## config.mk

```make
export PLATFORM = sky130hd
export DESIGN_NAME = adc_sar_ctrl
export DESIGN_NICKNAME = d
export VERILOG_FILES = /design/src/rtl/adc_sar_ctrl.sv
export SDC_FILE = /design/constraint.sdc
export NUM_CORES = 1
export LEC_CHECK = 0
export ABC_AREA = 1
export BUFFER_PORTS_ARGS = -buffer_cell sky130_fd_sc_hd__buf_2
export CORE_MARGIN = 2
export CORE_UTILIZATION = 35
export DETAILED_ROUTE_END_ITERATION = 8
export PLACE_DENSITY_LB_ADDON = 0.05
export SYNTH_ARGS = -nofsm -noshare
export SYNTH_HDL_FRONTEND = slang
export SYNTH_SLANG_ARGS = --single-unit
```

## constraint.sdc

```tcl
create_clock -name mclk -period 4 [get_ports mclk]
set_clock_uncertainty 0.1 [all_clocks]
set_input_delay 0.6 -clock mclk [delete_from_list [all_inputs] [get_ports mclk]]
set_output_delay 0.6 -clock mclk [all_outputs]
set_load 0.02 [all_outputs]
```

## src/rtl/adc_sar_ctrl.sv

```systemverilog
// adc_sar_ctrl: successive-approximation controller for a 4-channel ADC/DAC macro.
// It scans the enabled channels one at a time. Each channel is sampled, then
// resolved one bit at a time (MSB first) through its DAC and comparator. Each
// result is published on a single-cycle conv_done strobe and kept in ch_data*.
//
// Optional build macro: ADC_RESULT_SYNC_EN
//   When defined, result_in passes through a 2-flop synchronizer per bit before
//   it is evaluated, and each bit step lasts SETTLE_CYC+2 cycles.
//
// Ports:
//   mclk, reset          clock and synchronous active-high reset
//   cfg_start/cfg_abort  single-cycle scan start / abort pulses
//   cfg_cont             1 = rescan continuously
//   cfg_ch_mask[3:0]     channel enables, latched at start / rescan
//   result_in[3:0]       comparator outputs (1 = DAC code <= analog input)
//   sample_out[3:0]      sample triggers
//   dac_din0..3[7:0]     DAC trial codes
//   busy                 scan in progress
//   conv_done/conv_ch/conv_data  completion strobe with channel and result
//   ch_data0..3[7:0]     last result per channel
//   ch_valid[3:0]        channel result written since reset
module adc_sar_ctrl #(
  parameter int SAMPLE_CYC = 4,
  parameter int SETTLE_CYC = 2
) (
  input  logic       mclk,
  input  logic       reset,
  input  logic       cfg_start,
  input  logic       cfg_abort,
  input  logic       cfg_cont,
  input  logic [3:0] cfg_ch_mask,
  input  logic [3:0] result_in,
  output logic [3:0] sample_out,
  output logic [7:0] dac_din0,
  output logic [7:0] dac_din1,
  output logic [7:0] dac_din2,
  output logic [7:0] dac_din3,
  output logic       busy,
  output logic       conv_done,
  output logic [1:0] conv_ch,
  output logic [7:0] conv_data,
  output logic [7:0] ch_data0,
  output logic [7:0] ch_data1,
  output logic [7:0] ch_data2,
  output logic [7:0] ch_data3,
  output logic [3:0] ch_valid
);

`ifdef ADC_RESULT_SYNC_EN
  localparam int STEP_CYC = SETTLE_CYC + 2;
`else
  localparam int STEP_CYC = SETTLE_CYC;
`endif
  localparam logic [15:0] SAMPLE_LAST = 16'(SAMPLE_CYC - 1);
  localparam logic [15:0] STEP_LAST   = 16'(STEP_CYC - 1);

  typedef enum logic [1:0] {ST_IDLE, ST_SAMPLE, ST_BIT, ST_DONE} state_t;

  state_t      state, state_n;
  logic [1:0]  ch, ch_n;
  logic [3:0]  scan_mask, scan_mask_n;
  logic [15:0] cnt, cnt_n;
  logic [2:0]  idx, idx_n;
  logic [7:0]  code, code_n;
  logic        commit;
  logic        res_bit;
  logic [3:0]  above;
  logic [7:0]  trial;

  function automatic logic [1:0] lowest(input logic [3:0] m);
    logic found;
    lowest = '0;
    found  = 1'b0;
    for (int unsigned i = 0; i < 4; i++) begin
      if (m[i] && !found) begin
        lowest = 2'(i);
        found  = 1'b1;
      end
    end
  endfunction

`ifdef ADC_RESULT_SYNC_EN
  logic [3:0] sync1, sync2;
  always_ff @(posedge mclk) begin
    if (reset) begin
      sync1 <= '0;
      sync2 <= '0;
    end else begin
      sync1 <= result_in;
      sync2 <= sync1;
    end
  end
  assign res_bit = sync2[ch];
`else
  assign res_bit = result_in[ch];
`endif

  // Channels in the latched mask strictly above the current one.
  assign above = scan_mask & ~((4'b0010 << ch) - 4'b0001);
  assign trial = code | (8'b0000_0001 << idx);

  always_ff @(posedge mclk) begin
    if (reset) begin
      state     <= ST_IDLE;
      ch        <= '0;
      scan_mask <= '0;
      cnt       <= '0;
      idx       <= '0;
      code      <= '0;
      ch_data0  <= '0;
      ch_data1  <= '0;
      ch_data2  <= '0;
      ch_data3  <= '0;
      ch_valid  <= '0;
    end else begin
      state     <= state_n;
      ch        <= ch_n;
      scan_mask <= scan_mask_n;
      cnt       <= cnt_n;
      idx       <= idx_n;
      code      <= code_n;
      if (commit) begin
        ch_valid[ch] <= 1'b1;
        case (ch)
          2'd0:    ch_data0 <= code;
          2'd1:    ch_data1 <= code;
          2'd2:    ch_data2 <= code;
          default: ch_data3 <= code;
        endcase
      end
    end
  end

  always_comb begin
    state_n     = state;
    ch_n        = ch;
    scan_mask_n = scan_mask;
    cnt_n       = cnt;
    idx_n       = idx;
    code_n      = code;
    commit      = 1'b0;
    case (state)
      ST_IDLE: begin
        if (cfg_start && cfg_ch_mask != '0) begin
          scan_mask_n = cfg_ch_mask;
          ch_n        = lowest(cfg_ch_mask);
          cnt_n       = '0;
          state_n     = ST_SAMPLE;
        end
      end
      ST_SAMPLE: begin
        if (cnt == SAMPLE_LAST) begin
          cnt_n   = '0;
          code_n  = '0;
          idx_n   = 3'd7;
          state_n = ST_BIT;
        end else begin
          cnt_n = cnt + 16'd1;
        end
      end
      ST_BIT: begin
        if (cnt == STEP_LAST) begin
          cnt_n = '0;
          if (res_bit) code_n = trial;
          if (idx == 3'd0) state_n = ST_DONE;
          else idx_n = idx - 3'd1;
        end else begin
          cnt_n = cnt + 16'd1;
        end
      end
      default: begin
        commit = 1'b1;
        cnt_n  = '0;
        if (above != '0) begin
          ch_n    = lowest(above);
          state_n = ST_SAMPLE;
        end else if (cfg_cont) begin
          scan_mask_n = cfg_ch_mask;
          ch_n        = lowest(cfg_ch_mask);
          state_n     = (cfg_ch_mask != '0) ? ST_SAMPLE : ST_IDLE;
        end else begin
          state_n = ST_IDLE;
        end
      end
    endcase
    // Abort overrides everything, including the commit of a same-cycle DONE.
    if (cfg_abort && state != ST_IDLE) begin
      state_n = ST_IDLE;
      commit  = 1'b0;
    end
  end

  assign busy       = (state != ST_IDLE);
  assign conv_done  = (state == ST_DONE) && !cfg_abort;
  assign conv_ch    = conv_done ? ch : '0;
  assign conv_data  = conv_done ? code : '0;
  assign sample_out = (state == ST_SAMPLE) ? (4'b0001 << ch) : '0;
  assign dac_din0   = (state == ST_BIT && ch == 2'd0) ? trial : '0;
  assign dac_din1   = (state == ST_BIT && ch == 2'd1) ? trial : '0;
  assign dac_din2   = (state == ST_BIT && ch == 2'd2) ? trial : '0;
  assign dac_din3   = (state == ST_BIT && ch == 2'd3) ? trial : '0;

endmodule

```

==> results.sh <==
export IMPL_status="complete, no violations"
export IMPL_drv_cap=0
export IMPL_cts_sinks=70
export IMPL_portBuffers=96
export IMPL_hpwl_microns=7500
export IMPL_ys_seq_area_share_pct=39.3
export IMPL_row_count=36
export IMPL_wl_per_cell_microns=13.4
export IMPL_p_leak_nw=1.96
export IMPL_fp_dieH_microns=105
export IMPL_netlist_instances=530
export IMPL_setup_tns_ps=0
export IMPL_fp_dieW_microns=105
export IMPL_overflow=0
export IMPL_timing_fmax_mhz=390
export IMPL_clk_pin_slew_ps=90
export IMPL_via_count=3603
export IMPL_nets=650
export IMPL_ys_types=28
export IMPL_synth_seq_cells=70
export IMPL_clock_latency_ps=340
export IMPL_cts_buffer_depth=2
export IMPL_cp_arrival_ps=1870
export IMPL_combPwrFrac_pct=38.4
export IMPL_dp_cells=747
export IMPL_multi_input_area_sq_um=1840
export IMPL_r2r_setup_slack_ps=1790
export IMPL_design_core_area_sq_um=9820
export IMPL_worstHoldStart="ch_valid[0]"
export IMPL_cts_setup_buffers=0
export IMPL_postRouteWirelength_microns=10200
export IMPL_reg2reg_depth=8
export IMPL_swShare_pct=43.2
export IMPL_areaGrowthSynthToFinish_pct=22.5
export IMPL_yosysMostFrequentCell="nor2_1"
export IMPL_maxSlewHeadroom_pct=53.5
export IMPL_period_share_pct=64.2
export IMPL_dr_pass1_iters=4
export IMPL_drive_gt1_share_pct=21.0
export IMPL_ff_latch_area_sq_um=1400
export IMPL_internal_power_mw=1.36
export IMPL_worst_pin_slew_ps=697
export IMPL_grt_antenna_before_repair=0
export IMPL_synth_top_area_share_pct=39.3
export IMPL_criticalPathCategory="flip-flop to output port"
export IMPL_crit_path_max_fanout=10
export IMPL_fin_cells=763
export IMPL_ys_top_cells_by_count="nor2_1, nand2_1, dfxtp_1"
export IMPL_drt_iter0_markers=130
export IMPL_ctsResizeCount=0
export IMPL_power_switching_mw=1.04
export IMPL_syn_num_nets=555
export IMPL_initial_core_util_pct=36.3
export IMPL_synthArstFlopShare_pct=0
export IMPL_netlist_area_sq_um=3570
export IMPL_hold_slack_ps=356
export IMPL_cts_max_level=3
export IMPL_cts_hold_buffers=0
export IMPL_synth_edf_count=0
export IMPL_cts_tree="built"
export IMPL_yosys_top_cells_area="dfxtp_1, nor2_1, nand2_1"
export IMPL_placed_cell_area_sq_um=4140
export IMPL_drtAntennaViolNets=0
export IMPL_grt_pass1_vias=3367
export IMPL_boundaryPins=97
export IMPL_finalWeightedCongestion=0.814
export IMPL_cts_inserted_buffers=9
export IMPL_grt_pass1_wl_microns=16700
export IMPL_fillers=1074
export IMPL_grt_max_degree=35
export IMPL_slew_viol_final=0
export IMPL_critPathCaptureType="output port"
export IMPL_setup_viol=0
export IMPL_yosys_area_top_type="dfxtp_1"
export IMPL_peakVddDrop_mv=0.252
export IMPL_cp_required_ps=3300
export IMPL_reg2reg_to="ch_data2[7]"
export IMPL_rsz0062_at_grt="no"
export IMPL_cts_root_buf="clkbuf_8"
export IMPL_reg2reg_from="state[0]"
export IMPL_synth_top_flop_cell="dfxtp_1"
export IMPL_n_antenna_cell=0
export IMPL_fin_crit_ps=2570
export IMPL_min_path_type="flip-flop to flip-flop"
export IMPL_worstSetupStartpointType="flip-flop"
export IMPL_whs_path_depth=2
export IMPL_power_frac_seq_pct=34.1
export IMPL_finalHoldViolations=0
export IMPL_design_area_sq_um=4370
export IMPL_clkPwrFrac_pct=27.5
export IMPL_p_per_area_nw_per_um2=550
export IMPL_dieArea_sq_um=11000
export IMPL_yosys_warnings=0
export IMPL_remaining_drc_errors=0
export IMPL_postSynthAreaPerCell_sq_um=6.73
export IMPL_hold_end="ch_valid[0]"
export IMPL_grtUsageTotal_pct=18.9
export IMPL_avgViaCountPerCell=4.72
-- routing by layer --
| layer | track usage (%) | vias to the layer above | part of all wire, % |
|---|---|---|---|
| li1 | - | 1877 | - |
| met1 | 25.7 | 1633 | 48 |
| met2 | 30.1 | 91 | 45 |
| met3 | 4.93 | 2 | 6.4 |
| met4 | 4.29 | 0 | 0.30 |
| met5 | 0 | - | 0 |
-- registers in the layout (all words and copies together) (netlist names) --
register   count
idx            3
scan_mask      3
ch_data0       8
ch_data3       8
ch             2
cnt           16
ch_data1       8
ch_data2       8
state          2
ch_valid       4
code           8
-- worst max path at each step --
stage	from	to	slack [ps]	depth (start not counted)
2_1_floorplan	cfg_abort	conv_ch[0]	1710	3
3_3_place_gp	state[1]	ch_data2[5]	1810	8
3_5_place_dp	state[1]	ch_data2[7]	1800	8
4_1_cts	state[0]	dac_din3[7]	1420	7
5_1_grt	state[0]	dac_din1[6]	1220	7
6_report	state[0]	dac_din3[1]	1430	7
-- power by group through the flow --
stage	registers [mW]	clock network [mW]	logic, mW
global placement	0.832	0	0.925
finish	0.819	0.660	0.923
CTS	0.817	0.673	0.928
global route	0.828	0.707	1.05
detailed placement	0.832	0	0.924
floorplan	0.822	0	0.684
-- final cells by class --
class	count	area share (%)
multi-input cells	383	42.1
flip-flops and latches	70	32.1
repair buffers	98	11.3
inverters	63	5.47
well taps	133	3.81
clock buffers	9	2.84
clock inverters	7	2.35
-- cell usage in the layout (no fill, tap or decap), types with 2 or more instances in the layout --
| cell type | n |
|---|---|
| nor2_1 | 113 |
| nand2_1 | 103 |
| buf_2 | 96 |
| dfxtp_1 | 70 |
| a21oi_1 | 58 |
| inv_1 | 53 |
| nand3_1 | 39 |
| o21ai_0 | 26 |
| ha_1 | 12 |
| clkbuf_8 | 9 |
| xor2_1 | 7 |
| inv_2 | 6 |
| nand4_1 | 6 |
| nand2_2 | 5 |
| clkinv_1 | 3 |
| inv_6 | 3 |
| a21oi_4 | 2 |
| nor2_4 | 2 |
| o21ai_1 | 2 |
| nor3_1 | 2 |
| bufinv_16 | 2 |
| buf_4 | 2 |
-- cells by family after synthesis --
family | Yosys count | share of synthesized area, %
buffers and inverters | 77 | 9.12
AND/OR/NAND/NOR | 271 | 31.2
AO/OA/AOI/OAI | 92 | 14.2
XOR/XNOR | 8 | 1.96
adder cells (fa/ha/maj) | 12 | 4.21
flip-flops | 70 | 39.3
-- stage by stage --
stage / setup slack [ps] / util (%) / total power, mW
finish: 1430 / 44.5 / 2.40
global route: 1220 / 44.5 / 2.59
detailed placement: 1800 / 42.2 / 1.76
floorplan: 1710 / - / 1.51
CTS: 1420 / 44.5 / 2.42
global placement: 1810 / 42.2 / 1.76
-- worst max-delay path, stage by stage, from the launching register on --
cell	delay, ps
dfxtp_1	350
inv_1	110
ha_1	340
inv_4	130
nor2_1	200
inv_1	110
nor2_1	110
buf_2	180
No activity file was read; power rests on OpenSTA's default activity.
